**src/rtl/tour_cmd.sv**
```systemverilog
// rtl/tour_cmd.sv - replays a solved knight's tour as vertical/horizontal move commands
module tour_cmd (
    input  logic        clk,
    input  logic        rst_n,
    input  logic        start_tour,
    input  logic [7:0]  move,
    output logic [4:0]  mv_indx,
    input  logic [15:0] cmd_UART,
    input  logic        cmd_rdy_UART,
    input  logic        clr_cmd_rdy,
    input  logic        send_resp,
    output logic [15:0] cmd,
    output logic        cmd_rdy,
    output logic [7:0]  resp
);

    typedef enum logic [2:0] {
        IDLE   = 3'd0,
        VERT   = 3'd1,
        HOLD_V = 3'd2,
        HORZ   = 3'd3,
        HOLD_H = 3'd4
    } state_t;

    localparam logic [4:0]  LAST_INDX   = 5'd23;
    localparam logic [3:0]  OP_VERT     = 4'h2;
    localparam logic [3:0]  OP_HORZ     = 4'h3;
    localparam logic [7:0]  HDG_NORTH   = 8'h00;
    localparam logic [7:0]  HDG_SOUTH   = 8'h7F;
    localparam logic [7:0]  HDG_EAST    = 8'hBF;
    localparam logic [7:0]  HDG_WEST    = 8'h3F;
    localparam logic [7:0]  HDG_NONE    = 8'h00;
    localparam logic [7:0]  RESP_IDLE   = 8'hA5;
    localparam logic [7:0]  RESP_TOUR   = 8'h5A;

    state_t state;

    logic signed [2:0] dx;
    logic signed [2:0] dy;
    logic [2:0]        dx_mag;
    logic [2:0]        dy_mag;
    logic [7:0]        vert_hdg;
    logic [7:0]        horz_hdg;
    logic [15:0]       vert_cmd;
    logic [15:0]       horz_cmd;

    // Knight move decode: only a single set bit names a move, anything else is a null move
    always_comb begin
        dx = 3'sd0;
        dy = 3'sd0;
        case (move)
            8'h01: begin dx = -3'sd1; dy =  3'sd2; end
            8'h02: begin dx =  3'sd1; dy =  3'sd2; end
            8'h04: begin dx = -3'sd2; dy =  3'sd1; end
            8'h08: begin dx = -3'sd2; dy = -3'sd1; end
            8'h10: begin dx = -3'sd1; dy = -3'sd2; end
            8'h20: begin dx =  3'sd1; dy = -3'sd2; end
            8'h40: begin dx =  3'sd2; dy = -3'sd1; end
            8'h80: begin dx =  3'sd2; dy =  3'sd1; end
            default: begin dx = 3'sd0; dy = 3'sd0; end
        endcase
    end

    // Build the two legs of the move: north/south first, then east/west with fanfare
    always_comb begin
        dx_mag = dx[2] ? 3'(-dx) : 3'(dx);
        dy_mag = dy[2] ? 3'(-dy) : 3'(dy);

        if (dy > 3'sd0)
            vert_hdg = HDG_NORTH;
        else if (dy < 3'sd0)
            vert_hdg = HDG_SOUTH;
        else
            vert_hdg = HDG_NONE;

        if (dx > 3'sd0)
            horz_hdg = HDG_EAST;
        else if (dx < 3'sd0)
            horz_hdg = HDG_WEST;
        else
            horz_hdg = HDG_NONE;

        vert_cmd = {OP_VERT, vert_hdg, 1'b0, dy_mag};
        horz_cmd = {OP_HORZ, horz_hdg, 1'b0, dx_mag};
    end

    // Output mux: UART passthrough when idle, otherwise the current leg with no added latency
    always_comb begin
        cmd     = cmd_UART;
        cmd_rdy = cmd_rdy_UART;
        resp    = RESP_IDLE;
        case (state)
            IDLE: begin
                cmd     = cmd_UART;
                cmd_rdy = cmd_rdy_UART;
                resp    = RESP_IDLE;
            end
            VERT: begin
                cmd     = vert_cmd;
                cmd_rdy = 1'b1;
                resp    = RESP_TOUR;
            end
            HOLD_V: begin
                cmd     = vert_cmd;
                cmd_rdy = 1'b0;
                resp    = RESP_TOUR;
            end
            HORZ: begin
                cmd     = horz_cmd;
                cmd_rdy = 1'b1;
                resp    = RESP_TOUR;
            end
            HOLD_H: begin
                cmd     = horz_cmd;
                cmd_rdy = 1'b0;
                resp    = RESP_TOUR;
            end
            default: begin
                cmd     = cmd_UART;
                cmd_rdy = cmd_rdy_UART;
                resp    = RESP_IDLE;
            end
        endcase
    end

    // Tour sequencer: each index issues a vertical then a horizontal leg, acked then completed
    always_ff @(posedge clk or negedge rst_n) begin
        if (!rst_n) begin
            state   <= IDLE;
            mv_indx <= 5'd0;
        end else begin
            case (state)
                IDLE: begin
                    if (start_tour) begin
                        mv_indx <= 5'd0;
                        state   <= VERT;
                    end
                end
                VERT: begin
                    if (clr_cmd_rdy)
                        state <= HOLD_V;
                end
                HOLD_V: begin
                    if (send_resp)
                        state <= HORZ;
                end
                HORZ: begin
                    if (clr_cmd_rdy)
                        state <= HOLD_H;
                end
                HOLD_H: begin
                    if (send_resp) begin
                        if (mv_indx == LAST_INDX) begin
                            state <= IDLE;
                        end else begin
                            mv_indx <= mv_indx + 5'd1;
                            state   <= VERT;
                        end
                    end
                end
                default: begin
                    state <= IDLE;
                end
            endcase
        end
    end

endmodule

```
**config.mk**
```make
export PLATFORM = sky130hd
export DESIGN_NAME = tour_cmd
export DESIGN_NICKNAME = d
export VERILOG_FILES = /design/src/rtl/tour_cmd.sv
export SDC_FILE = /design/constraint.sdc
export NUM_CORES = 1
export LEC_CHECK = 0
export BUFFER_PORTS_ARGS = -buffer_cell sky130_fd_sc_hd__buf_4
export CAP_MARGIN = 20
export CORE_ASPECT_RATIO = 2
export CORE_UTILIZATION = 40
export DETAILED_ROUTE_END_ITERATION = 8
export PLACE_DENSITY = 0.82
export SETUP_SLACK_MARGIN = 0.1
export SLEW_MARGIN = 10
export SYNTH_ARGS = -nofsm -noshare
export SYNTH_HDL_FRONTEND = slang
export SYNTH_SLANG_ARGS = --single-unit
export TNS_END_PERCENT = 10
```
**constraint.sdc**
```tcl
create_clock -name clk -period 2.8 [get_ports clk]
set_clock_uncertainty 0.15 [all_clocks]
set_input_delay 0.28 -clock clk [delete_from_list [all_inputs] [get_ports clk]]
set_output_delay 0.28 -clock clk [all_outputs]
set_load 0.005 [all_outputs]
```
### Word level (Yosys, flattened, before mapping)

Index checks and enable logic that the tools add are counted.

| operators by class | value |
|---|---|
| add/subtract/negate cells | 3 |
| multipliers | 0 |
| div/mod/pow operators | 0 |
| order comparisons | 4 |
| equal/unequal tests | 19 |
| shift operators | 0 |
| multiplexer cells | 22 |
| bitwise gates (word level) | 0 |
| reductions and logical operators | 17 |

Operator list:

| cell | count |
|---|---|
| one-hot mux 16 bit (2 select lines) | 1 |
| one-hot mux 3 bit (4 select lines) | 2 |
| OR reduction 2 bit | 12 |
| 2-to-1 mux 3 bit | 7 |
| 2-to-1 mux 8 bit | 2 |
| 2-to-1 mux 5 bit | 3 |
| one-hot mux 3 bit (5 select lines) | 1 |
| 2-to-1 mux 7 bit | 2 |
| inequality test 2 bit (second input constant) | 6 |
| one-hot mux 5 bit (2 select lines) | 1 |
| == test 8 x 1 -> 1 bit (second input constant) | 1 |
| == test 8 x 2 -> 1 bit (second input constant) | 1 |
| == test 8 x 3 -> 1 bit (second input constant) | 1 |
| == test 8 x 4 -> 1 bit (second input constant) | 1 |
| == test 8 x 5 -> 1 bit (second input constant) | 1 |
| == test 8 x 6 -> 1 bit (second input constant) | 1 |
| == test 8 x 7 -> 1 bit (second input constant) | 1 |
| == test 8 bit (second input constant) | 1 |
| == test 3 x 2 -> 1 bit (second input constant) | 2 |
| greater-than comparator 3 x 1 -> 1 bit (second input constant) | 2 |
| less-than comparator 3 x 1 -> 1 bit (second input constant) | 2 |
| 2-to-1 mux 6 bit | 1 |
| negator 3 bit | 2 |
| adder 5 x 1 -> 5 bit (second input constant) | 1 |
| other kinds (10) | 10 |

| storage, ports and cells | value |
|---|---|
| flip-flop bits (word level) | 8 |
| latch bits | 0 |
| bits in writable memories | 0 |
| memory bits (read-only) | 0 |
| bits of input ports | 30 |
| output and inout port bits | 30 |
| logic and storage cells | 67 |
| memories kept | 0 |

### Longest topological paths before layout

Gate-level depths: netlist of the first run.

| logic depth | value |
|---|---|
| word-level depth | 7 |
| depth in mapped cells | 9 |
| depth with buffers taken out | 8 |

### Worst setup path before layout of the first run

No wires, ideal clock.

| timing | value |
|---|---|
| path type | input -> output |
| start | input port move[3] |
| end | output port cmd[4] |
| arrival time | 1809 ps |
| data required time | 2370 ps |
| slack | 561 ps |
| stages on the path | 9 |
| buffers on the path | 1 |
| cells stage by stage | buf_2 > xor2_1 > a211oi_1 > nor3_1 > a31oi_1 > ha_1 > o21bai_1 > o41a_1 > nand3_1 |

| on the way | value |
|---|---|
| word-level cells in the longest chain between the ends | 7 |
| elaborated cells between the ends (all ways) | 27 |
| those cells by class | order compare: 4; eq/ne: 8; mux: 7; reduce/logical: 8 |

RTL lines:

| what | line | text |
|---|---|---|
| start, declared | 6 | `input logic [7:0] move,` |
| == test 8 bit, or another cell as far along | 51 | `case (move)` |
| OR reduction 2 bit (no line) | -- |  |
| one-hot mux 3 bit (4 select lines) | 51 |  |
| less-than comparator 3 x 1 -> 1 bit (on tied branches) | 78, 71 |  |
| 2-to-1 mux 6 bit / 2-to-1 mux 7 bit (equally long branches) | 78, 71 |  |
| 2-to-1 mux 8 bit / 2-to-1 mux 7 bit (equally long branches) | 76, 69 |  |
| one-hot mux 16 bit (2 select lines) * | 92 | `case (state)` |
| end, declared | 12 | `output logic [15:0] cmd,` |

Mark *: on every way between the ends. The rest lies on a longest branch, timed or not.

### Worst setup path after layout of the first run

| timing | value |
|---|---|
| start | input port move[3] |
| end | output port cmd[5] |

Same word-level chain as after synthesis.

==> flow_summary.json, run 1 <==
{
  "status": "completed",
  "min_from": "send_resp",
  "grt_overflow_total": 0,
  "clock_sinks": 8,
  "synth-compound-area-share_pct": 25.1,
  "yosys.area_share.simple_pct": 35.5,
  "cp_cell_sequence": "buf_4 > xor2_1 > a211oi_2 > nor3_2 > a31oi_1 > ha_1 > o21bai_1 > o41a_1 > nand3_1 > buf_4",
  "postRouteAntennaNets": 0,
  "gp_congestion": 0.745,
  "dpl.hpwl_um": 2630,
  "finalSetupTns_ps": 0,
  "critPathMaxStageDelay_ps": 350,
  "hp-class": "input pin to flip-flop",
  "clock-root-buffer": "clkbuf_8",
  "rr_endpoint": "mv_indx[3]",
  "slew_violations": 0,
  "leakage_uw": 0.000773,
  "core_region_area_um2": 2570,
  "synth-xor-area-share_pct": 6.46,
  "cts.clk_slew.worst_paths_ps": 40,
  "cp_slowest_cell": "a211oi_2",
  "power_frac_clock_pct": 12.1,
  "p_comb_share_pct": 68.7,
  "clock.fmax_mhz": 392,
  "synth_area_per_cell_um2": 7.33,
  "cp-start-kind": "input pin",
  "final_cell_mix": "buf_4 (63), nand2_1 (21), o21ai_0 (11), nand3_1 (11), dfrtp_1 (8)",
  "rows": 26,
  "grt_pass1_vias": 1173,
  "synth_top_family_by_area": "simple AND/OR/NAND/NOR gates",
  "cp_common_cell": "buf_4",
  "whs_endpoint": "state[2]",
  "seq_power_share_pct": 19.3,
  "die-area_um2": 2940,
  "dr.first_iter.drc_count": 15,
  "synthDistinctLibCells": 42,
  "cp_max_fo": 10,
  "netlist_area_um2": 1080,
  "rsz0062_at_grt": "no",
  "multi_input_area_um2": 798,
  "clk_path_buf_depth": 2,
  "register_area_um2": 200,
  "drtPass1Iterations": 4,
  "numCtsBuffers": 3,
  "fin_util_pct": 61.2,
  "power.total_uw": 1170,
  "die_x_um": 38.8,
  "vias": 1362,
  "reg2reg_depth": 5,
  "grt_use_total_pct": 22.8,
  "diodes": 0,
  "drcViolationCount": 0,
  "wl_met1_um": 1080,
  "dr.max_layer_used": "met4",
  "critPathArrivalTime_ps": 2120,
  "ys_seq_area_share_pct": 18.5,
  "clk_latency_ps": 230,
  "r2r_start": "state[2]",
  "nFillCells": 254,
  "finalHoldWorstSlack_ps": 190,
  "switchingPower_uw": 491,
  "setup_viol": 0,
  "crit_family": "compound AO/OA/AOI/OAI gates",
  "port_buffers": 59,
  "grt_max_degree": 16,
  "synthCells": 148,
  "min_period_over_period_pct": 91.1,
  "synth_edf_count": 0,
  "endpoint_kind": "output port",
  "layout_commonest_cell": "buf_4",
  "routed_wirelength_um": 3280,
  "critPathKind": "input pin to output port",
  "grt_pass1_wl_um": 4870,
  "syn_to_final_growth_pct": 45.0,
  "synth_flop_cell": "dfrtp_1",
  "powerDensity_nw_per_um2": 742,
  "ff2ff_setup_slack_ps": 900,
  "synth_seq_cells": 8,
  "fin_crit_ps": 2550,
  "pin_count": 60,
  "fin_nets": 236,
  "initial_core_util_pct": 42.2,
  "wl_per_cell_um": 14.3,
  "post_cts_buffers": 0,
  "crit_buf_inv": 2,
  "synth_fa_ha_area_share_pct": 3.46,
  "required_ps": 2370,
  "wl_met2_um": 1940,
  "p_sw_share_pct": 42.0,
  "syn_nets": 181,
  "p_int_uw": 677,
  "min_delay_path_depth": 3,
  "max-cap-violations": 0,
  "hold_violations": 0,
  "relSlewSlack_pct": 60.2,
  "dp_worst_setup_slack_ps": 131,
  "cts_tree": "done",
  "ctsHtreeMaxLevel": 1,
  "met3_wirelength_um": 184,
  "synth_mux_area_share_pct": 2.08,
  "vdd_drop_max_mv": 0.483,
  "async_flop_share_pct": 100,
  "ys_warn_count": 0,
  "drive_above_1_share_pct": 36.8,
  "tightest_slew_ps": 592,
  "setup_slack_ps": 248,
  "chipHeight_um": 75.6,
  "vias_per_cell": 5.95,
  "antenna_found_initial": 0
}
[kinds of logic after synthesis]
family,after synthesis
AND/OR/NAND/NOR,70
XOR/XNOR,8
adder cells (fa/ha/maj),3
multiplexers,2
AO/OA/AOI/OAI,39
buffers and inverters,18
flip-flops,8
[layer usage]
metal,vias up,GRT usage (%)
met1,635,19.3
met3,9,1.17
met2,63,48.3
met5,-,0
met4,0,9.96
li1,655,-
[worst min-delay path, delay by kind of cell]
| family | cells | cell delay [ps] |
|---|---|---|
| buf+inv | 1 | 80 |
| compound gates | 1 | 70 |
| simple gates | 1 | 90 |
[power groups by stage]
stage,Combinational (µW),Sequential (µW),Clock [µW]
floorplan,507,176,0
global placement,769,219,0
detailed placement,799,224,0
CTS,803,223,141
global route,892,232,146
finish,802,225,141
[worst max-delay path by stage]
stage / slack [ps] / endpoint / start / cells past startpoint
6_report: 250 / cmd[5] / move[3] / 10
5_1_grt: 100 / cmd[5] / move[3] / 10
4_1_cts: 130 / cmd[5] / move[3] / 10
3_5_place_dp: 130 / cmd[5] / move[3] / 10
3_3_place_gp: 300 / cmd[4] / move[3] / 10
2_1_floorplan: 560 / cmd[4] / move[3] / 9
[through the flow]
| step | cells | cell area (µm²) |
|---|---|---|
| detailed placement | 225 | 1510 |
| global placement | 225 | 1510 |
| floorplan | 148 | 1080 |
| global route | 229 | 1570 |
| finish | 229 | 1570 |
| CTS | 229 | 1560 |
[sequential cells by signal (all words and copies together) (netlist names)]
name	flops
mv_indx	5
state	3
[cells in the mapped netlist, types with 2 or more instances]
cell type | n | area share (%)
mux2_2 | 2 | 2.1
a22o_1 | 5 | 4.0
and3_1 | 2 | 1.2
buf_4 | 6 | 4.2
nor2_1 | 7 | 2.4
or2_2 | 2 | 1.2
nor4_1 | 3 | 1.7
dfrtp_1 | 8 | 18
nand3_1 | 11 | 5.1
buf_2 | 5 | 2.3
nand2b_1 | 3 | 1.7
ha_1 | 3 | 3.5
nand2_1 | 21 | 7.3
inv_1 | 4 | 1.4
o211ai_1 | 4 | 2.8
nand3b_1 | 2 | 1.4
clkbuf_1 | 3 | 1.0
xor2_1 | 7 | 5.7
nor3b_1 | 4 | 2.8
a221o_1 | 2 | 1.8
o21ai_0 | 11 | 5.1
and4b_1 | 2 | 1.8
and2_1 | 5 | 2.9
nor4b_1 | 3 | 2.4
a21oi_1 | 6 | 2.8
[final cells by class]
| class | count | share of cell area [%] |
|---|---|---|
| tap | 28 | 2.23 |
| clock buffer | 3 | 2.63 |
| sequential | 8 | 12.7 |
| multi-input combinational | 122 | 50.8 |
| inverter | 4 | 0.955 |
| timing repair buffer | 64 | 30.7 |
[repair_timing]
| item | in CTS | in global routing |
|---|---|---|
| hold endpoints to repair | 8 | 0 |
| hold buffers | 1 | 0 |
| endpoints found under the setup margin | 0 | 6 |
| gates resized for setup | 0 | 2 |
Note: power is estimated with default switching activity, not from simulation.
==> inputs of run 2 (changes only) <==
--- a/config.mk
+++ b/config.mk
@@ -5,6 +5,7 @@
 export SDC_FILE = /design/constraint.sdc
 export NUM_CORES = 1
 export LEC_CHECK = 0
+export ABC_AREA = 0
 export BUFFER_PORTS_ARGS = -buffer_cell sky130_fd_sc_hd__buf_4
 export CAP_MARGIN = 20
 export CORE_ASPECT_RATIO = 2
==> constraint.sdc (replaced) <==
create_clock -name clk -period 3.05 [get_ports clk]
set_clock_uncertainty 0.15 [all_clocks]
set_input_delay 0.305 -clock clk [delete_from_list [all_inputs] [get_ports clk]]
set_output_delay 0.305 -clock clk [all_outputs]
set_load 0.005 [all_outputs]
==> flow_summary.json, run 2 (same netlist as run 1, synthesis figures left out) <==
{
  "antenna_found_initial": 0,
  "relSlewSlack_pct": 58.8,
  "postRouteAntennaNets": 0,
  "cp_slowest_cell": "a211oi_1",
  "clock-root-buffer": "clkbuf_8",
  "core_region_area_um2": 2570,
  "fin_nets": 234,
  "vias": 1311,
  "setup_viol": 0,
  "cp_max_fo": 10,
  "hold_violations": 0,
  "min_period_over_period_pct": 86.5,
  "final_cell_mix": "buf_4 (61), nand2_1 (21), o21ai_0 (11), nand3_1 (11), dfrtp_1 (8)",
  "fin_cells": 227,
  "crit_family": "compound AO/OA/AOI/OAI gates",
  "nFillCells": 228,
  "gp_congestion": 0.781,
  "reg_top3": "mv_indx (5), state (3)",
  "leakage_uw": 0.000759,
  "status": "completed",
  "diodes": 0,
  "placedCellCount": 223,
  "post_cts_buffers": 0,
  "die_x_um": 38.8,
  "largest_reg_flops": 5,
  "drive_above_1_share_pct": 35.2,
  "cts.clk_slew.worst_paths_ps": 40,
  "slew_violations": 0,
  "wl_per_cell_um": 13.7,
  "layout_commonest_cell": "buf_4",
  "clk_path_buf_depth": 2,
  "critPathArrivalTime_ps": 2180,
  "dr.max_layer_used": "met4",
  "crit_buf_inv": 2,
  "critPathKind": "input pin to output port",
  "vias_per_cell": 5.78,
  "hp-class": "input pin to flip-flop",
  "rows": 26,
  "tightest_slew_ps": 613,
  "grt_overflow_total": 0,
  "grt_use_total_pct": 22.0,
  "vdd_drop_max_mv": 0.586,
  "grt_pass1_vias": 1163,
  "max-cap-violations": 0,
  "clk_latency_ps": 230,
  "clock_sinks": 8,
  "initial_core_util_pct": 42.2,
  "numCtsBuffers": 3,
  "cp_common_cell": "buf_4",
  "dpl.hpwl_um": 2480,
  "cts.repair.resized": 0,
  "met3_wirelength_um": 214,
  "largest-register": "mv_indx",
  "clock.fmax_mhz": 379,
  "ctsHtreeMaxLevel": 1,
  "critPathMaxStageDelay_ps": 390,
  "required_ps": 2590,
  "endpoint_kind": "output port",
  "grt_pass1_wl_um": 4760,
  "grt_max_degree": 21,
  "routed_wirelength_um": 3110,
  "cts_tree": "done",
  "dr.first_iter.drc_count": 21,
  "finalSetupTns_ps": 0,
  "cp_cell_sequence": "buf_4 > xor2_1 > a211oi_1 > nor3_1 > a31oi_1 > ha_1 > o21bai_1 > o41a_1 > nand3_1 > buf_4",
  "wl_met1_um": 1080,
  "port_buffers": 59,
  "drtPass1Iterations": 4,
  "syn_to_final_growth_pct": 42.7,
  "powerDensity_nw_per_um2": 671,
  "drcViolationCount": 0,
  "rsz0062_at_grt": "no",
  "pin_count": 60,
  "die-area_um2": 2940,
  "wl_met2_um": 1740,
  "cp-start-kind": "input pin",
  "chipHeight_um": 75.6,
  "fin_crit_ps": 2640
}
==> run 2: power breakdown <==
part / internal (µW) / switching, µW / total [µW]
logic: 389 / 325 / 714
registers: 132 / 65.3 / 198
clock network: 85.4 / 41.0 / 126
==> run 2: per-layer routing <==
metal | track usage, % | vias to the layer above
li1 | - | 647
met1 | 21.0 | 587
met2 | 44.3 | 70
met3 | 1.46 | 7
met4 | 8.81 | 0
met5 | 0 | -
==> run 2: path summary, 6_finish.rpt <==
check                        endpoint         from  slack, ps  depth (start not counted)
hold reg to reg            mv_indx[4]   mv_indx[4]        450                          1
hold / removal               state[0]  clr_cmd_rdy        220                          4
setup / recovery               cmd[4]      move[3]        410                         10
min in group asynchronous  mv_indx[2]        rst_n        300                          2
setup reg to reg           mv_indx[1]   mv_indx[0]       1300                          5
max in group asynchronous  mv_indx[4]        rst_n       2320                          2
==> run 2: timing repair <==
action | 4_1_cts | 5_1_grt
hold endpoints to repair | 8 | 0
setup endpoints to repair | 0 | 0
hold buffers | 1 | 0
==> run 2: final cells by class <==
| class | count | area, µm² | area share [%] |
|---|---|---|---|
| clock buffers | 3 | 41.3 | 2.67 |
| repair buffers | 62 | 468 | 30.2 |
| flip-flops and latches | 8 | 200 | 12.9 |
| multi-input cells | 122 | 788 | 50.9 |
| inverters | 4 | 15.0 | 0.970 |
| well taps | 28 | 35.0 | 2.26 |
==> run 2: metrics by stage <==
| step | area, µm² | setup WS [ps] | hold WS [ps] | total power, µW | util, % |
|---|---|---|---|---|---|
| floorplan | 1080 | 761 | -141 | 627 | - |
| global placement | 1500 | 499 | -22.5 | 891 | 58.2 |
| detailed placement | 1500 | 403 | -19.0 | 916 | 58.2 |
| CTS | 1550 | 398 | 222 | 1050 | 60.2 |
| global route | 1550 | 279 | 246 | 1140 | 60.2 |
| finish | 1550 | 412 | 218 | 1040 | 60.2 |
==> run 2: worst min-delay path: cells and delay by family <==
kind / cells / cell delay (ps)
compound gates: 2 / 110
buf+inv: 1 / 90
simple gates: 1 / 50
==> inputs of run 3 (changes only) <==
--- a/config.mk
+++ b/config.mk
@@ -12,6 +12,7 @@
 export CORE_UTILIZATION = 40
 export DETAILED_ROUTE_END_ITERATION = 8
 export PLACE_DENSITY = 0.82
+export RECOVER_POWER = 25
 export SETUP_SLACK_MARGIN = 0.1
 export SLEW_MARGIN = 10
 export SYNTH_ARGS = -nofsm -noshare
==> flow_summary.json, run 3 (same netlist as run 1, synthesis figures left out) <==
{
  "cts.clk_slew.worst_paths_ps": 40,
  "finalSetupTns_ps": 0,
  "powerDensity_nw_per_um2": 672,
  "clock-root-buffer": "clkbuf_8",
  "power_frac_clock_pct": 12.3,
  "drcViolationCount": 0,
  "layout_commonest_cell": "buf_4",
  "numCtsBuffers": 3,
  "p_sw_share_pct": 41.5,
  "ctsHtreeMaxLevel": 1,
  "grt_use_total_pct": 22.0,
  "hp-class": "input pin to flip-flop",
  "vias": 1320,
  "fin_nets": 234,
  "seq_power_share_pct": 19.0,
  "diodes": 0,
  "vdd_drop_max_mv": 0.589,
  "grt_max_degree": 21,
  "nFillCells": 230,
  "reg_top3": "mv_indx (5), state (3)",
  "wl_per_cell_um": 13.7,
  "clk_latency_ps": 230,
  "switchingPower_uw": 431,
  "largest_reg_flops": 5,
  "clk_path_buf_depth": 2,
  "final_cell_mix": "buf_4 (58), nand2_1 (21), o21ai_0 (11), nand3_1 (11), dfrtp_1 (8)",
  "setup_slack_ps": 400,
  "vias_per_cell": 5.81,
  "relSlewSlack_pct": 58.9,
  "clock.fmax_mhz": 377,
  "placedCellCount": 223,
  "critPathMaxStageDelay_ps": 390,
  "dp_worst_setup_slack_ps": 403,
  "crit_family": "compound AO/OA/AOI/OAI gates",
  "required_ps": 2590,
  "power.total_uw": 1040,
  "cp_common_cell": "buf_4",
  "status": "completed",
  "core_region_area_um2": 2570,
  "gp_congestion": 0.781,
  "largest-register": "mv_indx",
  "critPathArrivalTime_ps": 2200,
  "routed_wirelength_um": 3100,
  "cp_num_cells": 10,
  "critPathKind": "input pin to output port",
  "p_comb_share_pct": 68.7,
  "cts.repair.resized": 0,
  "p_int_uw": 607,
  "cts_hold_buffers": 1,
  "hold_violations": 0,
  "leakage_uw": 0.000754,
  "cp_max_fo": 10,
  "cp_cell_sequence": "buf_4 > xor2_1 > a211oi_1 > nor3_1 > a31oi_1 > ha_1 > o21bai_1 > o41a_1 > nand3_1 > buf_4",
  "max-cap-violations": 0,
  "cp-start-kind": "input pin",
  "setup_viol": 0,
  "dpl.hpwl_um": 2480,
  "fin_crit_ps": 2650,
  "port_buffers": 59,
  "post_cts_buffers": 0,
  "reg2reg_depth": 5,
  "cp_slowest_cell": "a211oi_1",
  "pin_count": 60,
  "fin_cells": 227,
  "initial_core_util_pct": 42.2,
  "drive_above_1_share_pct": 34.7,
  "rows": 26,
  "cts_tree": "done",
  "crit_buf_inv": 2,
  "tightest_slew_ps": 611,
  "rsz0062_at_grt": "no",
  "slew_violations": 0,
  "die-area_um2": 2940,
  "grt_pass1_wl_um": 4760,
  "register_area_um2": 200,
  "antenna_found_initial": 0,
  "min_delay_path_depth": 4,
  "min_period_over_period_pct": 86.9,
  "die_x_um": 38.8,
  "syn_to_final_growth_pct": 42.3,
  "dr.first_iter.drc_count": 21,
  "multi_input_area_um2": 788,
  "postRouteAntennaNets": 0,
  "grt_pass1_vias": 1163,
  "grt_overflow_total": 0,
  "drtPass1Iterations": 4,
  "endpoint_kind": "output port",
  "clock_sinks": 8,
  "chipHeight_um": 75.6
}
[run 3: metrics by stage]
stage	area [µm²]	util (%)	hold WS, ps
floorplan	1080	-	-141
global placement	1500	58.2	-22.5
detailed placement	1500	58.2	-19.0
CTS	1550	60.2	222
global route	1540	60.1	246
finish	1540	60.1	218
[run 3: final timing paths]
check	slack [ps]	endpoint	start
setup / recovery	400	cmd[4]	move[3]
hold / removal	220	state[0]	clr_cmd_rdy
setup reg to reg	1300	mv_indx[1]	mv_indx[0]
hold reg to reg	450	mv_indx[4]	mv_indx[4]
max in group asynchronous	2030	mv_indx[3]	rst_n
min in group asynchronous	400	mv_indx[2]	rst_n
[run 3: tightest hold or removal path, stage by stage]
cell and delay, ps:
buf_4 90, a21oi_1 50, o21ai_0 60, nand2_1 50
[run 3: final cells by class]
class / count / share of cell area [%]
Tap cell: 28 / 2.27
Sequential cell: 8 / 13.0
Inverter: 4 / 0.972
Clock buffer: 3 / 2.67
Timing Repair Buffer: 62 / 30.1
Multi-Input combinational cell: 122 / 51.1
[run 3: layer usage]
layer / GRT usage, % / share of wire (%) / up-vias
li1: - / - / 647
met1: 21.0 / 34 / 596
met2: 44.3 / 57 / 68
met3: 1.46 / 6.6 / 9
met4: 8.81 / 2.5 / 0
met5: 0 / 0 / -
[run 3: power by group through the flow]
stage / sequential, µW / clock [µW] / combinational, µW
detailed placement: 198 / 0 / 718
global route: 206 / 131 / 801
floorplan: 161 / 0 / 466
global placement: 194 / 0 / 697
finish: 197 / 127 / 713
CTS: 197 / 126 / 722
